==> src/rtl/ps2_host_tx.sv <==
// ps2_host_tx: PS/2 host-to-device transmitter.
// Sends one command byte (start, 8 data bits LSB first, odd parity, stop) to
// the keyboard over the shared open-drain clock/data lines, then checks the
// device ACK bit. Lines are only ever pulled low through the *_oe outputs.
//
// Ports:
//   fclk     in   system clock
//   rst      in   asynchronous active-low reset
//   clkin    in   PS/2 clock pad readback (asynchronous)
//   datain   in   PS/2 data pad readback (asynchronous)
//   clk_oe   out  1 = pull PS/2 clock low
//   data_oe  out  1 = pull PS/2 data low
//   wr       in   one-cycle write strobe, accepted only while busy=0
//   wdata    in   command byte, sampled when wr is accepted
//   busy     out  transfer in progress
//   done     out  one-cycle pulse at end of transfer
//   err      out  1 = last transfer timed out or was not ACKed
//
// state     | meaning
// ----------+----------------------------------------------------------
// IDLE      | lines released, waiting for wr
// INHIBIT   | clock held low to abort any device transmission
// RTS       | clock and data low (request-to-send, start bit on data)
// SEND      | clock released; shift bits out on device falling edges
// ACK       | wait for next falling edge and sample the device ACK
// WAIT_IDLE | wait for both lines high for 2 cycles, then finish
module ps2_host_tx #(
  parameter int INHIBIT_CYCLES = 5000,
  parameter int RTS_CYCLES     = 8,
  parameter int TIMEOUT_CYCLES = 1000000
) (
  input  logic       fclk,
  input  logic       rst,
  input  logic       clkin,
  input  logic       datain,
  output logic       clk_oe,
  output logic       data_oe,
  input  logic       wr,
  input  logic [7:0] wdata,
  output logic       busy,
  output logic       done,
  output logic       err
);

  // One down-counter serves the inhibit, RTS and timeout phases.
  localparam int MAX_A = (INHIBIT_CYCLES > RTS_CYCLES) ? INHIBIT_CYCLES : RTS_CYCLES;
  localparam int MAX_C = (MAX_A > TIMEOUT_CYCLES) ? MAX_A : TIMEOUT_CYCLES;
  localparam int CW    = $clog2(MAX_C + 1);

  typedef enum logic [2:0] {
    ST_IDLE,
    ST_INHIBIT,
    ST_RTS,
    ST_SEND,
    ST_ACK,
    ST_WAIT_IDLE
  } state_t;

  state_t        state_q;
  logic [CW-1:0] cnt_q;
  logic [9:0]    sh_q;
  logic [3:0]    bitcnt_q;
  logic          idle_q;
  logic          clk_oe_q, data_oe_q, busy_q, done_q, err_q;
  logic          clk_s1_q, clk_s2_q, clk_prev_q;
  logic          data_s1_q, data_s2_q;

  logic fall;
  logic in_xfer;
  logic timeout_hit;

  assign fall        = clk_prev_q & ~clk_s2_q;
  assign in_xfer     = (state_q == ST_SEND) || (state_q == ST_ACK) || (state_q == ST_WAIT_IDLE);
  assign timeout_hit = in_xfer && (cnt_q == '0);

  // Synchronizers reset to 1 (idle-high lines) so no false edge follows reset.
  always_ff @(posedge fclk or negedge rst) begin
    if (!rst) begin
      clk_s1_q   <= 1'b1;
      clk_s2_q   <= 1'b1;
      clk_prev_q <= 1'b1;
      data_s1_q  <= 1'b1;
      data_s2_q  <= 1'b1;
    end else begin
      clk_s1_q   <= clkin;
      clk_s2_q   <= clk_s1_q;
      clk_prev_q <= clk_s2_q;
      data_s1_q  <= datain;
      data_s2_q  <= data_s1_q;
    end
  end

  always_ff @(posedge fclk or negedge rst) begin
    if (!rst) begin
      state_q   <= ST_IDLE;
      cnt_q     <= '0;
      sh_q      <= '0;
      bitcnt_q  <= '0;
      idle_q    <= 1'b0;
      clk_oe_q  <= 1'b0;
      data_oe_q <= 1'b0;
      busy_q    <= 1'b0;
      done_q    <= 1'b0;
      err_q     <= 1'b0;
    end else begin
      done_q <= 1'b0;
      if (timeout_hit) begin
        clk_oe_q  <= 1'b0;
        data_oe_q <= 1'b0;
        err_q     <= 1'b1;
        done_q    <= 1'b1;
        state_q   <= ST_IDLE;
      end else begin
        case (state_q)
          ST_IDLE: begin
            clk_oe_q  <= 1'b0;
            data_oe_q <= 1'b0;
            // busy is still 1 in the done cycle, so a wr there is ignored.
            if (wr && !busy_q) begin
              sh_q     <= {1'b1, ~^wdata, wdata};
              err_q    <= 1'b0;
              busy_q   <= 1'b1;
              clk_oe_q <= 1'b1;
              cnt_q    <= CW'(INHIBIT_CYCLES - 1);
              state_q  <= ST_INHIBIT;
            end else begin
              busy_q <= 1'b0;
            end
          end
          ST_INHIBIT: begin
            if (cnt_q == '0) begin
              data_oe_q <= 1'b1;
              cnt_q     <= CW'(RTS_CYCLES - 1);
              state_q   <= ST_RTS;
            end else begin
              cnt_q <= cnt_q - 1'b1;
            end
          end
          ST_RTS: begin
            if (cnt_q == '0) begin
              clk_oe_q <= 1'b0;
              bitcnt_q <= '0;
              cnt_q    <= CW'(TIMEOUT_CYCLES - 1);
              state_q  <= ST_SEND;
            end else begin
              cnt_q <= cnt_q - 1'b1;
            end
          end
          ST_SEND: begin
            cnt_q <= cnt_q - 1'b1;
            if (fall) begin
              data_oe_q <= ~sh_q[0];
              sh_q      <= {1'b0, sh_q[9:1]};
              bitcnt_q  <= bitcnt_q + 1'b1;
              if (bitcnt_q == 4'd9) begin
                state_q <= ST_ACK;
              end
            end
          end
          ST_ACK: begin
            cnt_q <= cnt_q - 1'b1;
            if (fall) begin
              err_q   <= data_s2_q;
              idle_q  <= 1'b0;
              state_q <= ST_WAIT_IDLE;
            end
          end
          ST_WAIT_IDLE: begin
            cnt_q <= cnt_q - 1'b1;
            if (clk_s2_q && data_s2_q) begin
              if (idle_q) begin
                done_q  <= 1'b1;
                state_q <= ST_IDLE;
              end else begin
                idle_q <= 1'b1;
              end
            end else begin
              idle_q <= 1'b0;
            end
          end
          default: begin
            state_q <= ST_IDLE;
          end
        endcase
      end
    end
  end

  assign clk_oe  = clk_oe_q;
  assign data_oe = data_oe_q;
  assign busy    = busy_q;
  assign done    = done_q;
  assign err     = err_q;

endmodule

==> config.mk <==
export PLATFORM = sky130hd
export DESIGN_NAME = ps2_host_tx
export DESIGN_NICKNAME = d
export VERILOG_FILES = /design/src/rtl/ps2_host_tx.sv
export SDC_FILE = /design/constraint.sdc
export NUM_CORES = 1
export LEC_CHECK = 0
export CAP_MARGIN = 20
export CELL_PAD_IN_SITES_DETAIL_PLACEMENT = 1
export CELL_PAD_IN_SITES_GLOBAL_PLACEMENT = 1
export CORE_ASPECT_RATIO = 1.2
export CORE_MARGIN = 2
export CORE_UTILIZATION = 36
export CTS_BUF_LIST = sky130_fd_sc_hd__clkbuf_2 sky130_fd_sc_hd__clkbuf_4 sky130_fd_sc_hd__clkbuf_8
export DETAILED_ROUTE_END_ITERATION = 12
export DONT_BUFFER_PORTS = 1
export PLACE_DENSITY_LB_ADDON = 0.05
export SYNTH_ARGS = -nofsm -noshare
export SYNTH_HDL_FRONTEND = slang
export SYNTH_SLANG_ARGS = --single-unit
==> constraint.sdc <==
create_clock -name fclk -period 2.49 [get_ports fclk]
set_input_delay 0 -clock fclk [delete_from_list [all_inputs] [get_ports fclk]]
set_output_delay 0 -clock fclk [all_outputs]
set_load 0.01 [all_outputs]
# Word level (Yosys, flattened, before mapping)
# Index checks and enable logic that the tools add are counted.
dict set report word_totals {
  reg_bits 48
  inputBits 13
}
dict set report op_classes {
  n_reduce_logical 26
  n_eq_ne 18
  muxes 39
  addsub 2
  n_bitwise 4
}
# operator n
set ops {}
lappend ops {{$pmux W20 S4} 1}
lappend ops {{$mux W20} 3}
lappend ops {{$mux W3} 9}
lappend ops {{$logic_not A20 Y1} 1}
lappend ops {{$mux W10} 2}
lappend ops {{$pmux W10 S2} 1}
lappend ops {{$sub A20 B1 Y20 const B} 1}
lappend ops {{$ne A3 B3 Y1 const B} 6}
lappend ops {{$pmux W3 S6} 1}
lappend ops {{$mux W1} 15}
lappend ops {{$reduce_and A3 Y1} 4}
lappend ops {{$mux W4} 2}
lappend ops {{$ne A2 B2 Y1 const B} 4}
lappend ops {{$pmux W4 S2} 1}
lappend ops {{$reduce_and A4 Y1} 2}
lappend ops {{$reduce_and A8 Y1} 1}
lappend ops {{$reduce_bool A4 Y1} 2}
lappend ops {{$reduce_xnor A8 Y1} 1}
lappend ops {{$eq A3 B2 Y1 const B} 2}
lappend ops {{$eq A3 B3 Y1 const B} 2}
lappend ops {{$ne A3 B2 Y1 const B} 2}
lappend ops {{$pmux W1 S2} 3}
lappend ops {{$reduce_bool A2 Y1} 3}
lappend ops {{$reduce_bool A3 Y1} 2}
lappend ops {{12 further kinds} 18}

# Depth between registers and ports, before layout
# Gate-level depths: netlist of the first run.
dict set report depth {
  depth_word 6
  ltp_mapped 11
  ltp_nobuf 8
}

# Least setup slack after synthesis of the first run
# OpenSTA, ideal clock, no wires.
dict set report synth_path {
  path_kind {register to register}
  from {register cnt_q[0]}
  to {register sh_q[8]}
  path_buffers 3
  arrival_time_ns 1.968
  period_less_slack_ns 2.089
  path_slack_ns 0.401
  path_stages_with_launch 12
  cell_sequence {dfrtp_1 -> inv_1 -> ha_1 -> nor4b_2 -> nand2_1 -> or3_1 -> buf_6 -> a21o_1 -> buf_6 -> buf_6 -> nor2_2 -> a21oi_2}
}
dict set report synth_between {
  elab_chain_cells 4
}
# item line_no
set synth_rtl {}
lappend synth_rtl {{start: declaration} 60} ;# logic [CW-1:0] cnt_q;
lappend synth_rtl {{start signal: assignment} 124} ;# cnt_q <= CW'(INHIBIT_CYCLES - 1);
lappend synth_rtl {{start signal: assignment} 133} ;# cnt_q <= CW'(RTS_CYCLES - 1);
lappend synth_rtl {{start signal: assignment} 136} ;# cnt_q <= cnt_q - 1'b1;
lappend synth_rtl {{$logic_not A20 Y1} 74} ;# assign timeout_hit = in_xfer && (cnt_q == '0);
lappend synth_rtl {{$logic_and A1 B1 Y1} 74}
lappend synth_rtl {{$not A1 Y1 (no line)} n/a}
lappend synth_rtl {{$reduce_and A4 Y1 (no line)} n/a}
lappend synth_rtl {{end signal: assignment} 120} ;# sh_q <= {1'b1, ~^wdata, wdata};
lappend synth_rtl {{end signal: assignment} 153} ;# sh_q <= {1'b0, sh_q[9:1]};
lappend synth_rtl {{end: declaration} 61} ;# logic [9:0] sh_q;
# No other way between the ends.
# A chain may end at the register's enable or synchronous reset.

# Worst setup path in the final report of the first run
dict set report layout_path {
  from {register cnt_q[0]}
  to {register cnt_q[5]}
}
dict set report layout_between {
  elab_chain_cells 4
}
# item
set layout_rtl {}
lappend layout_rtl {{parallel branches: the longest is 4 deep, another holds $sub A20 B1 Y20}}
# Several ways; the timed one is not identified.

==> results of run 1 <==
-- through the flow --
| step | cell area [um^2] | worst slack [ns] | instances | total power, uW |
|---|---|---|---|---|
| 6_report | 3330 | 0.137 | 449 | 1360 |
| 5_1_grt | 3330 | -0.0142 | 449 | 1420 |
| 4_1_cts | 3330 | 0.0843 | 449 | 1380 |
| 3_5_place_dp | 3100 | 0.100 | 429 | 847 |
| 3_3_place_gp | 3100 | 0.187 | 429 | 847 |
| 2_1_floorplan | 2910 | 0.401 | 330 | 837 |
-- placed cells by master, fill, tap and decap left out, types with 3 or more instances in the layout --
master and instances:
nor2_1 43, dfrtp_1 43, nand2_1 29, a21oi_1 26, buf_4 24, o21ai_0 20, nor3_1 15, nand3_1 11
dlygate4sd3_1 11, mux2i_1 10, inv_1 6, nor2b_1 6, a31oi_1 6, xnor2_1 6, or3_1 5, nand2b_1 5
dfstp_2 5, clkbuf_8 5, and2_1 4, o41ai_1 4, o211ai_1 4, o22ai_1 4, ha_1 4, nand3b_1 3
and3_1 3, a311oi_1 3, o221ai_1 3, nor4_1 3, a22oi_1 3, a21o_1 3
-- layer usage --
layer | share of wire | up-vias | wire length [um]
met4 | 0.017 | 0 | 151
li1 | - | 1263 | -
met1 | 0.43 | 1339 | 3770
met5 | 0 | - | 0
met2 | 0.53 | 32 | 4640
met3 | 0.024 | 13 | 211
-- registers in the layout (all words and copies together), names as in the netlist --
name / count
cnt_q: 20
sh_q: 10
bitcnt_q: 4
state_q: 3
busy: 1
clk_oe: 1
clk_prev_q: 1
clk_s1_q: 1
clk_s2_q: 1
data_oe: 1
data_s1_q: 1
data_s2_q: 1
done: 1
err: 1
idle_q: 1
-- worst max-delay path: cells and delay by family, from the launching register on --
kind / cells / cell delay, ns
compound gates: 4 / 0.78
flops: 1 / 0.41
simple gates: 2 / 0.36
buf+inv: 3 / 0.50
fa+ha+maj: 1 / 0.15
-- final cells by class --
| class | instances | share of cell area |
|---|---|---|
| Clock buffer | 5 | 0.0207 |
| Clock inverter | 3 | 0.00714 |
| Inverter | 6 | 0.00676 |
| Multi-Input combinational cell | 259 | 0.473 |
| Sequential cell | 48 | 0.363 |
| Tap cell | 92 | 0.0346 |
| Timing Repair Buffer | 36 | 0.0954 |
-- repair_timing --
item | in CTS | in global routing
hold buffers | 12 | 0
endpoints found under the setup margin | 0 | 10
gates resized for setup | 0 | 1
endpoints found under the hold margin | 58 | 0
-- cells by family (layout without fill, tap and decap cells) --
family                   after synthesis  after routing  synth area share
AND/OR/NAND/NOR                      144            144             0.258
buffers and inverters                 23             50            0.0426
adder cells (fa/ha/maj)                4              4            0.0172
XOR/XNOR                               7              7            0.0211
AO/OA/AOI/OAI                         94             94             0.211
multiplexers                          10             10            0.0345
flip-flops                            48             48             0.416
-- final timing paths --
| check | from | endpoint | slack [ns] | depth (start not counted) |
|---|---|---|---|---|
| setup / recovery | cnt_q[0]$_DFFE_PN0P_ | cnt_q[5]$_DFFE_PN0P_ | 0.14 | 10 |
| setup reg to reg | cnt_q[0]$_DFFE_PN0P_ | cnt_q[5]$_DFFE_PN0P_ | 0.14 | 10 |
| min in group asynchronous | rst | state_q[1]$_DFFE_PN0P_ | 0.24 | 2 |
| max in group asynchronous | rst | data_s2_q$_DFF_PN1_ | 1.96 | 2 |
| hold reg to reg | data_s1_q$_DFF_PN1_ | data_s2_q$_DFF_PN1_ | 0.36 | 0 |
| hold / removal | datain | data_s1_q$_DFF_PN1_ | 0.22 | 1 |
-- power by group through the flow --
stage | clock network, uW | registers [uW] | logic, uW
2_1_floorplan | 0 | 803 | 34.1
6_report | 496 | 789 | 77.1
3_5_place_dp | 0 | 805 | 42.5
5_1_grt | 541 | 790 | 87.4
4_1_cts | 513 | 789 | 79.5
3_3_place_gp | 0 | 804 | 42.9
-- cells in the mapped netlist, types with 2 or more instances --
cell type and count:
mux2i_1 10, nor2_1 43, a311oi_1 3, o221ai_1 3, a31oi_1 6, o31ai_1 2
a32o_1 2, nand3b_1 3, and2_1 4, nor2_2 2, buf_2 3, nand4_1 2
o22ai_1 4, nor2b_1 6, nand2b_1 5, o211ai_1 4, ha_1 4, and3_1 3
nand3_1 11, inv_1 6, and4_1 2, o41ai_1 4, a22oi_1 3, dfstp_2 5
or4_1 2, nand2_1 29, nor3_1 15, clkbuf_1 8, o21ai_0 20, nor4_1 3
or3_1 5, a21o_1 4, xnor2_1 6, a21oi_1 26, buf_6 4, dfrtp_1 43
==> results.sh, run 1 <==
export IMPL_status="completed"
export IMPL_period_needed_ns=2.35
export IMPL_grt_antenna_before_repair=0
export IMPL_power_switching_uw=339
export IMPL_cts_tree="yes"
export IMPL_ys_ff_latch=48
export IMPL_ys_flop_type="dfrtp_1"
export IMPL_slowest_stage="o41ai_1"
export IMPL_multiInputGateArea_um2=1580
export IMPL_clk_pin_slew_ns=0.10
export IMPL_whs_ns=0.221
export IMPL_diodes=0
export IMPL_avgRoutedWirePerCell_um=19.5
export IMPL_p_comb_frac=0.057
export IMPL_swShare=0.249
export IMPL_cp_start_kind="register"
export IMPL_syn_area_um2=2910
export IMPL_place_congestion=0.798
export IMPL_core_um2=7750
export IMPL_period_share=0.945
export IMPL_fp_dieW_um=86.0
export IMPL_hold_viol_final=0
export IMPL_p_per_area_nw_per_um2=409
export IMPL_via_per_inst=5.90
export IMPL_critPathRequiredTime_ns=2.65
export IMPL_use_met1=0.261
export IMPL_setup_viol=0
export IMPL_totalWireLength_um=8770
export IMPL_synth_nets=347
export IMPL_path_cells="inv_1, ha_1, nor4b_2, nand2_1, o41ai_1, buf_4, o31ai_1, buf_4, o211ai_1, o221ai_1"
export IMPL_grt_overflow_total=0
export IMPL_fillers=918
export IMPL_cp_arrival_ns=2.52
export IMPL_synth_avg_cell_area_um2=8.80
export IMPL_initial_core_util=0.375
export IMPL_clk_latency_ns=0.31
export IMPL_slowest_delay_ns=0.42
export IMPL_cts_buffers=5
export IMPL_critPathCaptureType="register"
export IMPL_final_nets=373
export IMPL_post_cts_buffers=0
export IMPL_grt_pass1_vias=2806
export IMPL_dieArea_um2=8810
export IMPL_slew_viol_final=0
export IMPL_seq_area_um2=1210
export IMPL_vias=2647
export IMPL_power_frac_seq=0.579
export IMPL_grt_use_met2=0.397
export IMPL_port_buffers=0
export IMPL_syn_to_final_growth_pct=14.6
export IMPL_synth_area_leaders="dfrtp_1 (37%), nor2_1 (5.6%), dfstp_2 (4.5%)"
export IMPL_drcViolationCount=0
export IMPL_yosys_warnings=0
export IMPL_synth_cells=330
export IMPL_p_leak_uw=0.00145
export IMPL_maxCapViolations=0
export IMPL_grt_setup_unrepaired="yes"
export IMPL_cts_path_max_buffers=2
export IMPL_fp_dieH_um=102
export IMPL_finalSetupTns_ns=0
export IMPL_grt_use_met3=0.0388
export IMPL_synth_edf_count=0
export IMPL_grt_pass1_wl_um=14600
export IMPL_ys_types=61
export IMPL_clock_fmax_ghz=0.425
export IMPL_critPathKind="reg2reg"
export IMPL_p_clk_frac=0.364
export IMPL_worst_slew_pin_slew_ns=0.545
export IMPL_clock_sinks=48
export IMPL_pin_count=18
export IMPL_synth_top_area_frac=0.370
export IMPL_num_rows=35
export IMPL_hpwlAfterDp_um=6440
export IMPL_holdCritPathClass="in2reg"
export IMPL_max_vdd_ir_drop_mv=0.230
export IMPL_power_internal_uw=1020
export IMPL_yosysTopAreaCell="dfrtp_1"
export IMPL_async_flop_share=1.00
export IMPL_htreeDepth=2
export IMPL_grt_busiest_layer="met2"
export IMPL_drt_pass1_iterations=4
export IMPL_finalClockSkew_ns=0.00951
export IMPL_crit_path_max_fanout=4
export IMPL_postRouteAntennaNets=0
export IMPL_clock_root_buffer="clkbuf_8"
export IMPL_ys_seq_area_frac=0.416
export IMPL_grt_max_degree=49
export IMPL_utilization=0.430
export IMPL_crit_top_cell="buf_4"
export IMPL_drtIter0Drc=76
export IMPL_gr_usage_all_layers=0.217
export IMPL_drive_gt1_frac=0.143
export IMPL_maxSlewHeadroom=0.634
Note: power is estimated with default switching activity, not from simulation.
==> run 2, diff against run 1 <==
--- a/config.mk
+++ b/config.mk
@@ -9,9 +9,8 @@
 export CELL_PAD_IN_SITES_DETAIL_PLACEMENT = 1
 export CELL_PAD_IN_SITES_GLOBAL_PLACEMENT = 1
 export CORE_ASPECT_RATIO = 1.2
-export CORE_MARGIN = 2
 export CORE_UTILIZATION = 36
-export CTS_BUF_LIST = sky130_fd_sc_hd__clkbuf_2 sky130_fd_sc_hd__clkbuf_4 sky130_fd_sc_hd__clkbuf_8
+export CTS_BUF_LIST = sky130_fd_sc_hd__clkbuf_4 sky130_fd_sc_hd__clkbuf_8
 export DETAILED_ROUTE_END_ITERATION = 12
 export DONT_BUFFER_PORTS = 1
 export PLACE_DENSITY_LB_ADDON = 0.05
==> run 2 against run 1 <==
  * Sequential cell count unchanged
  * Wire length decreased by 1.3%
  * Sequential share of layout area decreased by 0.47 points
  * Cell count increased by 0.45%
  * Non-clock buffer count increased by 2
  * Clock power increased by 20%
  * Critical path type unchanged
  * Critical endpoint is now cnt_q[8]$_DFFE_PN0P_
  * Largest power group unchanged
==> results.sh, run 2 (synthesis gave the netlist of run 1 again) <==
export IMPL_status="completed"
export IMPL_grt_pass1_wl_um=14500
export IMPL_critPathKind="reg2reg"
export IMPL_final_cell_mix="nor2_1 (43), dfrtp_1 (43), nand2_1 (29)"
export IMPL_cp_start_kind="register"
export IMPL_clock_fmax_ghz=0.412
export IMPL_p_per_area_nw_per_um2=433
export IMPL_fillers=924
export IMPL_finalSetupTns_ns=0
export IMPL_clock_root_buffer="clkbuf_8"
export IMPL_drtIter0Drc=106
export IMPL_clock_sinks=48
export IMPL_top_register="cnt_q"
export IMPL_setup_viol=0
export IMPL_initial_core_util=0.375
export IMPL_seq_area_um2=1210
export IMPL_grt_max_degree=49
export IMPL_largest_reg_flops=20
export IMPL_num_rows=35
export IMPL_period_needed_ns=2.42
export IMPL_multiInputGateArea_um2=1580
export IMPL_finalClockSkew_ns=0.00838
export IMPL_slew_viol_final=0
export IMPL_final_nets=375
export IMPL_grt_setup_unrepaired="no"
export IMPL_maxCapViolations=0
export IMPL_p_leak_uw=0.00148
export IMPL_drive_gt1_frac=0.150
export IMPL_vias=2615
export IMPL_syn_to_final_growth_pct=16.2
export IMPL_clk_latency_ns=0.31
export IMPL_fp_dieH_um=100
export IMPL_postRouteAntennaNets=0
export IMPL_cts_buffers=5
export IMPL_grt_antenna_before_repair=0
export IMPL_post_cts_buffers=0
export IMPL_place_congestion=0.759
export IMPL_crit_path_max_fanout=8
export IMPL_maxSlewHeadroom=0.569
export IMPL_core_um2=7750
export IMPL_fp_dieW_um=84.0
export IMPL_critPathRequiredTime_ns=2.67
export IMPL_diodes=0
export IMPL_dpl_cell_count=431
export IMPL_cts_path_max_buffers=2
export IMPL_via_per_inst=5.80
export IMPL_hold_viol_final=0
export IMPL_top_regs="cnt_q: 20 flops, sh_q: 10 flops, bitcnt_q: 4 flops"
export IMPL_grt_pass1_vias=2833
export IMPL_dieArea_um2=8430
export IMPL_port_buffers=0
export IMPL_drt_pass1_iterations=4
export IMPL_r2r_slack_ns=0.07
export IMPL_cts_tree="yes"
export IMPL_cp_arrival_ns=2.60
export IMPL_r2r_end="cnt_q[8]$_DFFE_PN0P_"
export IMPL_max_vdd_ir_drop_mv=0.281
export IMPL_grt_overflow_total=0
export IMPL_worst_slew_pin_slew_ns=0.647
export IMPL_gr_usage_all_layers=0.221
export IMPL_critPathCaptureType="register"
export IMPL_htreeDepth=2
export IMPL_clk_pin_slew_ns=0.10
export IMPL_drcViolationCount=0
export IMPL_period_share=0.974
export IMPL_pin_count=18
export IMPL_hpwlAfterDp_um=6330
export IMPL_reg2reg_depth=8
export IMPL_avgRoutedWirePerCell_um=19.2
export IMPL_r2r_start="cnt_q[0]$_DFFE_PN0P_"
export IMPL_fin_cells=451
export IMPL_totalWireLength_um=8650
export IMPL_holdCritPathClass="in2async"
## run 2: cell count changes in the layout (fill, tap and decap cells not counted)
cell	previous run	this run
or3_4	1	2
clkinv_4	1	2
clkinvlp_4	2	0
bufinv_16	0	1
or3_1	5	4
buf_4	24	26
## run 2: metrics by stage
| step | setup slack (ns) | utilization | area, um^2 | power [uW] | hold WS, ns |
|---|---|---|---|---|---|
| 2_1_floorplan | 0.401 | - | 2910 | 837 | -0.296 |
| 3_3_place_gp | 0.0699 | 0.402 | 3110 | 847 | -0.294 |
| 3_5_place_dp | 0.0418 | 0.402 | 3110 | 847 | -0.294 |
| 4_1_cts | 0.00986 | 0.435 | 3370 | 1490 | 0.201 |
| 5_1_grt | 0.00770 | 0.435 | 3370 | 1510 | 0.217 |
| 6_report | 0.0653 | 0.435 | 3370 | 1460 | 0.187 |
## run 2: worst max path at each step
stage               depth (start not counted)  slack, ns              endpoint            startpoint
floorplan                                  11       0.40   sh_q[8]$_DFFE_PN0P_  cnt_q[0]$_DFFE_PN0P_
global placement                            8       0.07  cnt_q[8]$_DFFE_PN0P_  cnt_q[0]$_DFFE_PN0P_
detailed placement                          8       0.04   sh_q[3]$_DFFE_PN0P_  cnt_q[0]$_DFFE_PN0P_
CTS                                         8       0.01   sh_q[3]$_DFFE_PN0P_  cnt_q[0]$_DFFE_PN0P_
global route                                8      0.008  cnt_q[8]$_DFFE_PN0P_  cnt_q[0]$_DFFE_PN0P_
finish                                      8       0.07  cnt_q[8]$_DFFE_PN0P_  cnt_q[0]$_DFFE_PN0P_
## run 2: timing repair
item | in CTS | in global routing
endpoints found under the setup margin | 0 | 10
resized for setup | 0 | 2
hold buffers | 12 | 0
hold endpoints to repair | 58 | 0
## run 2: cell type report
type                            instances  area share
Clock buffer                            5      0.0204
Multi-Input combinational cell        259       0.468
Clock inverter                          3      0.0141
Tap cell                               92      0.0341
Timing Repair Buffer                   38      0.0986
Inverter                                6     0.00667
Sequential cell                        48       0.358
## run 2: metal layers
layer | global-route usage | part of all wire | wire length, um | up-vias
met2 | 0.419 | 0.53 | 4600 | 21
met1 | 0.260 | 0.44 | 3820 | 1326
li1 | - | - | - | 1260
met3 | 0.0263 | 0.013 | 116 | 8
met5 | 0 | 0 | 0 | -
met4 | 0.0650 | 0.013 | 112 | 0
## run 2: report_power, final
group          leakage (uW)  internal (uW)  switching (uW)  total [uW]
sequential         0.000597            786            2.48         789
combinational      0.000822           36.5            41.4        77.9
clock             0.0000583            303             292         595
total               0.00148           1130             336        1460
## run 2: critical path, cell delays in order, from the launching register on
cell,delay [ns]
dfrtp_1,0.42
inv_1,0.12
ha_1,0.16
nor4b_2,0.24
and2_1,0.23
nand2_1,0.22
a2111oi_0,0.61
buf_4,0.22
a311oi_1,0.05
==> run 3, diff against run 2 <==
--- a/config.mk
+++ b/config.mk
@@ -6,13 +6,12 @@
 export NUM_CORES = 1
 export LEC_CHECK = 0
 export CAP_MARGIN = 20
-export CELL_PAD_IN_SITES_DETAIL_PLACEMENT = 1
-export CELL_PAD_IN_SITES_GLOBAL_PLACEMENT = 1
 export CORE_ASPECT_RATIO = 1.2
 export CORE_UTILIZATION = 36
 export CTS_BUF_LIST = sky130_fd_sc_hd__clkbuf_4 sky130_fd_sc_hd__clkbuf_8
 export DETAILED_ROUTE_END_ITERATION = 12
 export DONT_BUFFER_PORTS = 1
+export HOLD_SLACK_MARGIN = 0.02
 export PLACE_DENSITY_LB_ADDON = 0.05
 export SYNTH_ARGS = -nofsm -noshare
 export SYNTH_HDL_FRONTEND = slang
==> run 3 against run 2 <==
  * Non-clock buffer count is 5 lower
  * Combinational power decreased by 2%
  * Sequential cell count unchanged
  * Die area unchanged
  * Global-route usage shrank 2.4 points
  * Clock power is 3% higher
  * Design area is 0.56% lower
  * Clock skew grew 0.0022 ns
  * Critical path depth decreased by 1
  * Critical endpoint is now clk_oe$_DFFE_PN0P_
  * Highest routed layer unchanged
==> results.sh, run 3 (synthesis gave the netlist of run 1 again) <==
export IMPL_status="completed"
export IMPL_via_per_inst=5.69
export IMPL_core_um2=7750
export IMPL_critPathCaptureType="register"
export IMPL_fp_dieW_um=84.0
export IMPL_worst_slew_pin_slew_ns=0.591
export IMPL_vias=2536
export IMPL_clk_latency_ns=0.31
export IMPL_clock_fmax_ghz=0.434
export IMPL_totalWireLength_um=7850
export IMPL_cts_path_max_buffers=2
export IMPL_cts_tree="yes"
export IMPL_period_share=0.926
export IMPL_hold_viol_final=0
export IMPL_critPathTopFamily="simple AND/OR/NAND/NOR gates"
export IMPL_top_register="cnt_q"
export IMPL_fillers=785
export IMPL_postRouteAntennaNets=0
export IMPL_slowest_stage="dfrtp_1"
export IMPL_finalSetupTns_ns=0
export IMPL_final_cell_mix="nor2_1 (43), dfrtp_1 (43), nand2_1 (29)"
export IMPL_swShare=0.220
export IMPL_cp_arrival_ns=2.52
export IMPL_cp_start_kind="register"
export IMPL_port_buffers=0
export IMPL_hpwlAfterDp_um=5690
export IMPL_gr_usage_all_layers=0.197
export IMPL_grt_max_degree=49
export IMPL_syn_to_final_growth_pct=15.5
export IMPL_critPathRequiredTime_ns=2.70
export IMPL_fp_dieH_um=100
export IMPL_drive_gt1_frac=0.144
export IMPL_grt_overflow_total=0
export IMPL_final_nets=370
export IMPL_drcViolationCount=0
export IMPL_largest_reg_flops=20
export IMPL_path_cells="nor4_4, and4_1, nand2_1, buf_4, o21ai_0, nand2_1, a21o_1"
export IMPL_crit_path_max_fanout=10
export IMPL_grt_pass1_wl_um=13000
export IMPL_finalPower_uw=1480
export IMPL_place_congestion=0.873
export IMPL_grt_antenna_before_repair=0
export IMPL_p_leak_uw=0.00146
export IMPL_diodes=0
export IMPL_max_vdd_ir_drop_mv=0.206
export IMPL_initial_core_util=0.375
export IMPL_maxCapViolations=0
export IMPL_setup_viol=0
export IMPL_holdCritPathClass="in2async"
export IMPL_slowest_delay_ns=0.52
export IMPL_drtIter0Drc=132
export IMPL_critPathKind="reg2reg"
export IMPL_cts_buffers=5
export IMPL_p_per_area_nw_per_um2=440
export IMPL_p_comb_frac=0.052
export IMPL_dieArea_um2=8430
export IMPL_crit_top_cell="nand2_1"
export IMPL_avgRoutedWirePerCell_um=17.6
export IMPL_htreeDepth=2
export IMPL_clock_sinks=48
export IMPL_post_cts_buffers=0
export IMPL_p_clk_frac=0.414
export IMPL_power_switching_uw=325
export IMPL_slew_viol_final=0
export IMPL_grt_pass1_vias=2520
export IMPL_drt_pass1_iterations=4
export IMPL_cp_num_buf_inv=1
export IMPL_top_regs="cnt_q: 20 flops, sh_q: 10 flops, bitcnt_q: 4 flops"
export IMPL_maxSlewHeadroom=0.603
export IMPL_clk_pin_slew_ns=0.10
export IMPL_power_frac_seq=0.534
export IMPL_grt_setup_unrepaired="no"
export IMPL_finalClockSkew_ns=0.0105
export IMPL_pin_count=18
export IMPL_num_rows=35
export IMPL_power_internal_uw=1150
export IMPL_period_needed_ns=2.31
export IMPL_clock_root_buffer="clkbuf_8"
==> run 3: power by group through the flow <==
stage	Clock (uW)	Sequential, uW	Combinational, uW
after global routing	651	789	87.1
after CTS	633	789	79.6
after detailed placement	0	804	42.2
after global placement	0	804	43.1
after floorplan	0	803	34.1
final	611	789	76.6
==> run 3: worst reg2reg max path: cells and delay by family (launching register included) <==
family	cells	cell delay, ns
AO/OA/AOI/OAI	2	0.34
buffers and inverters	1	0.24
flip-flops	1	0.52
AND/OR/NAND/NOR	4	1.12
==> run 3: worst paths after layout <==
kind                                      start                   end  slack, ns  depth (start not counted)
setup / recovery           cnt_q[8]$_DFFE_PN0P_    clk_oe$_DFFE_PN0P_       0.18                          7
hold / removal                              rst  cnt_q[9]$_DFFE_PN0P_       0.22                          2
setup reg to reg           cnt_q[8]$_DFFE_PN0P_    clk_oe$_DFFE_PN0P_       0.18                          7
hold reg to reg             data_s1_q$_DFF_PN1_   data_s2_q$_DFF_PN1_       0.36                          0
max in group asynchronous                   rst   data_s2_q$_DFF_PN1_       1.96                          2
min in group fclk                            wr       err$_DFFE_PN0P_       0.22                          3
==> run 3: final cells by class <==
type,count,area (um^2),share of cell area
clock buffers,6,82.6,0.0246
clock inverters,2,38.8,0.0116
inverters,6,22.5,0.00671
multi-input cells,259,1590,0.475
flip-flops and latches,48,1210,0.360
well taps,92,115,0.0343
repair buffers,33,295,0.0880
==> run 3: per-layer routing <==
| metal | up-vias | share of wire | global-route usage |
|---|---|---|---|
| li1 | 1257 | - | - |
| met1 | 1219 | 0.44 | 0.243 |
| met2 | 49 | 0.51 | 0.355 |
| met3 | 11 | 0.029 | 0.0263 |
| met4 | 0 | 0.019 | 0.0676 |
| met5 | - | 0 | 0 |
==> run 3: stage by stage <==
step	std cells	hold WS, ns	cell area, um^2	worst slack [ns]	utilization
5_1_grt	446	0.223	3360	0.0336	0.433
4_1_cts	446	0.215	3340	0.0657	0.431
3_3_place_gp	426	-0.294	3080	0.0189	0.397
6_report	446	0.216	3360	0.184	0.433
2_1_floorplan	330	-0.296	2910	0.401	-
3_5_place_dp	426	-0.294	3080	0.00349	0.397
==> run 3: timing repair <==
| item | in CTS | in global routing |
|---|---|---|
| pin swaps | 0 | 0 |
| hold buffers | 12 | 0 |
| endpoints found under the setup margin | 2 | 14 |
| hold endpoints to repair | 58 | 0 |
| gates resized for setup | 1 | 4 |
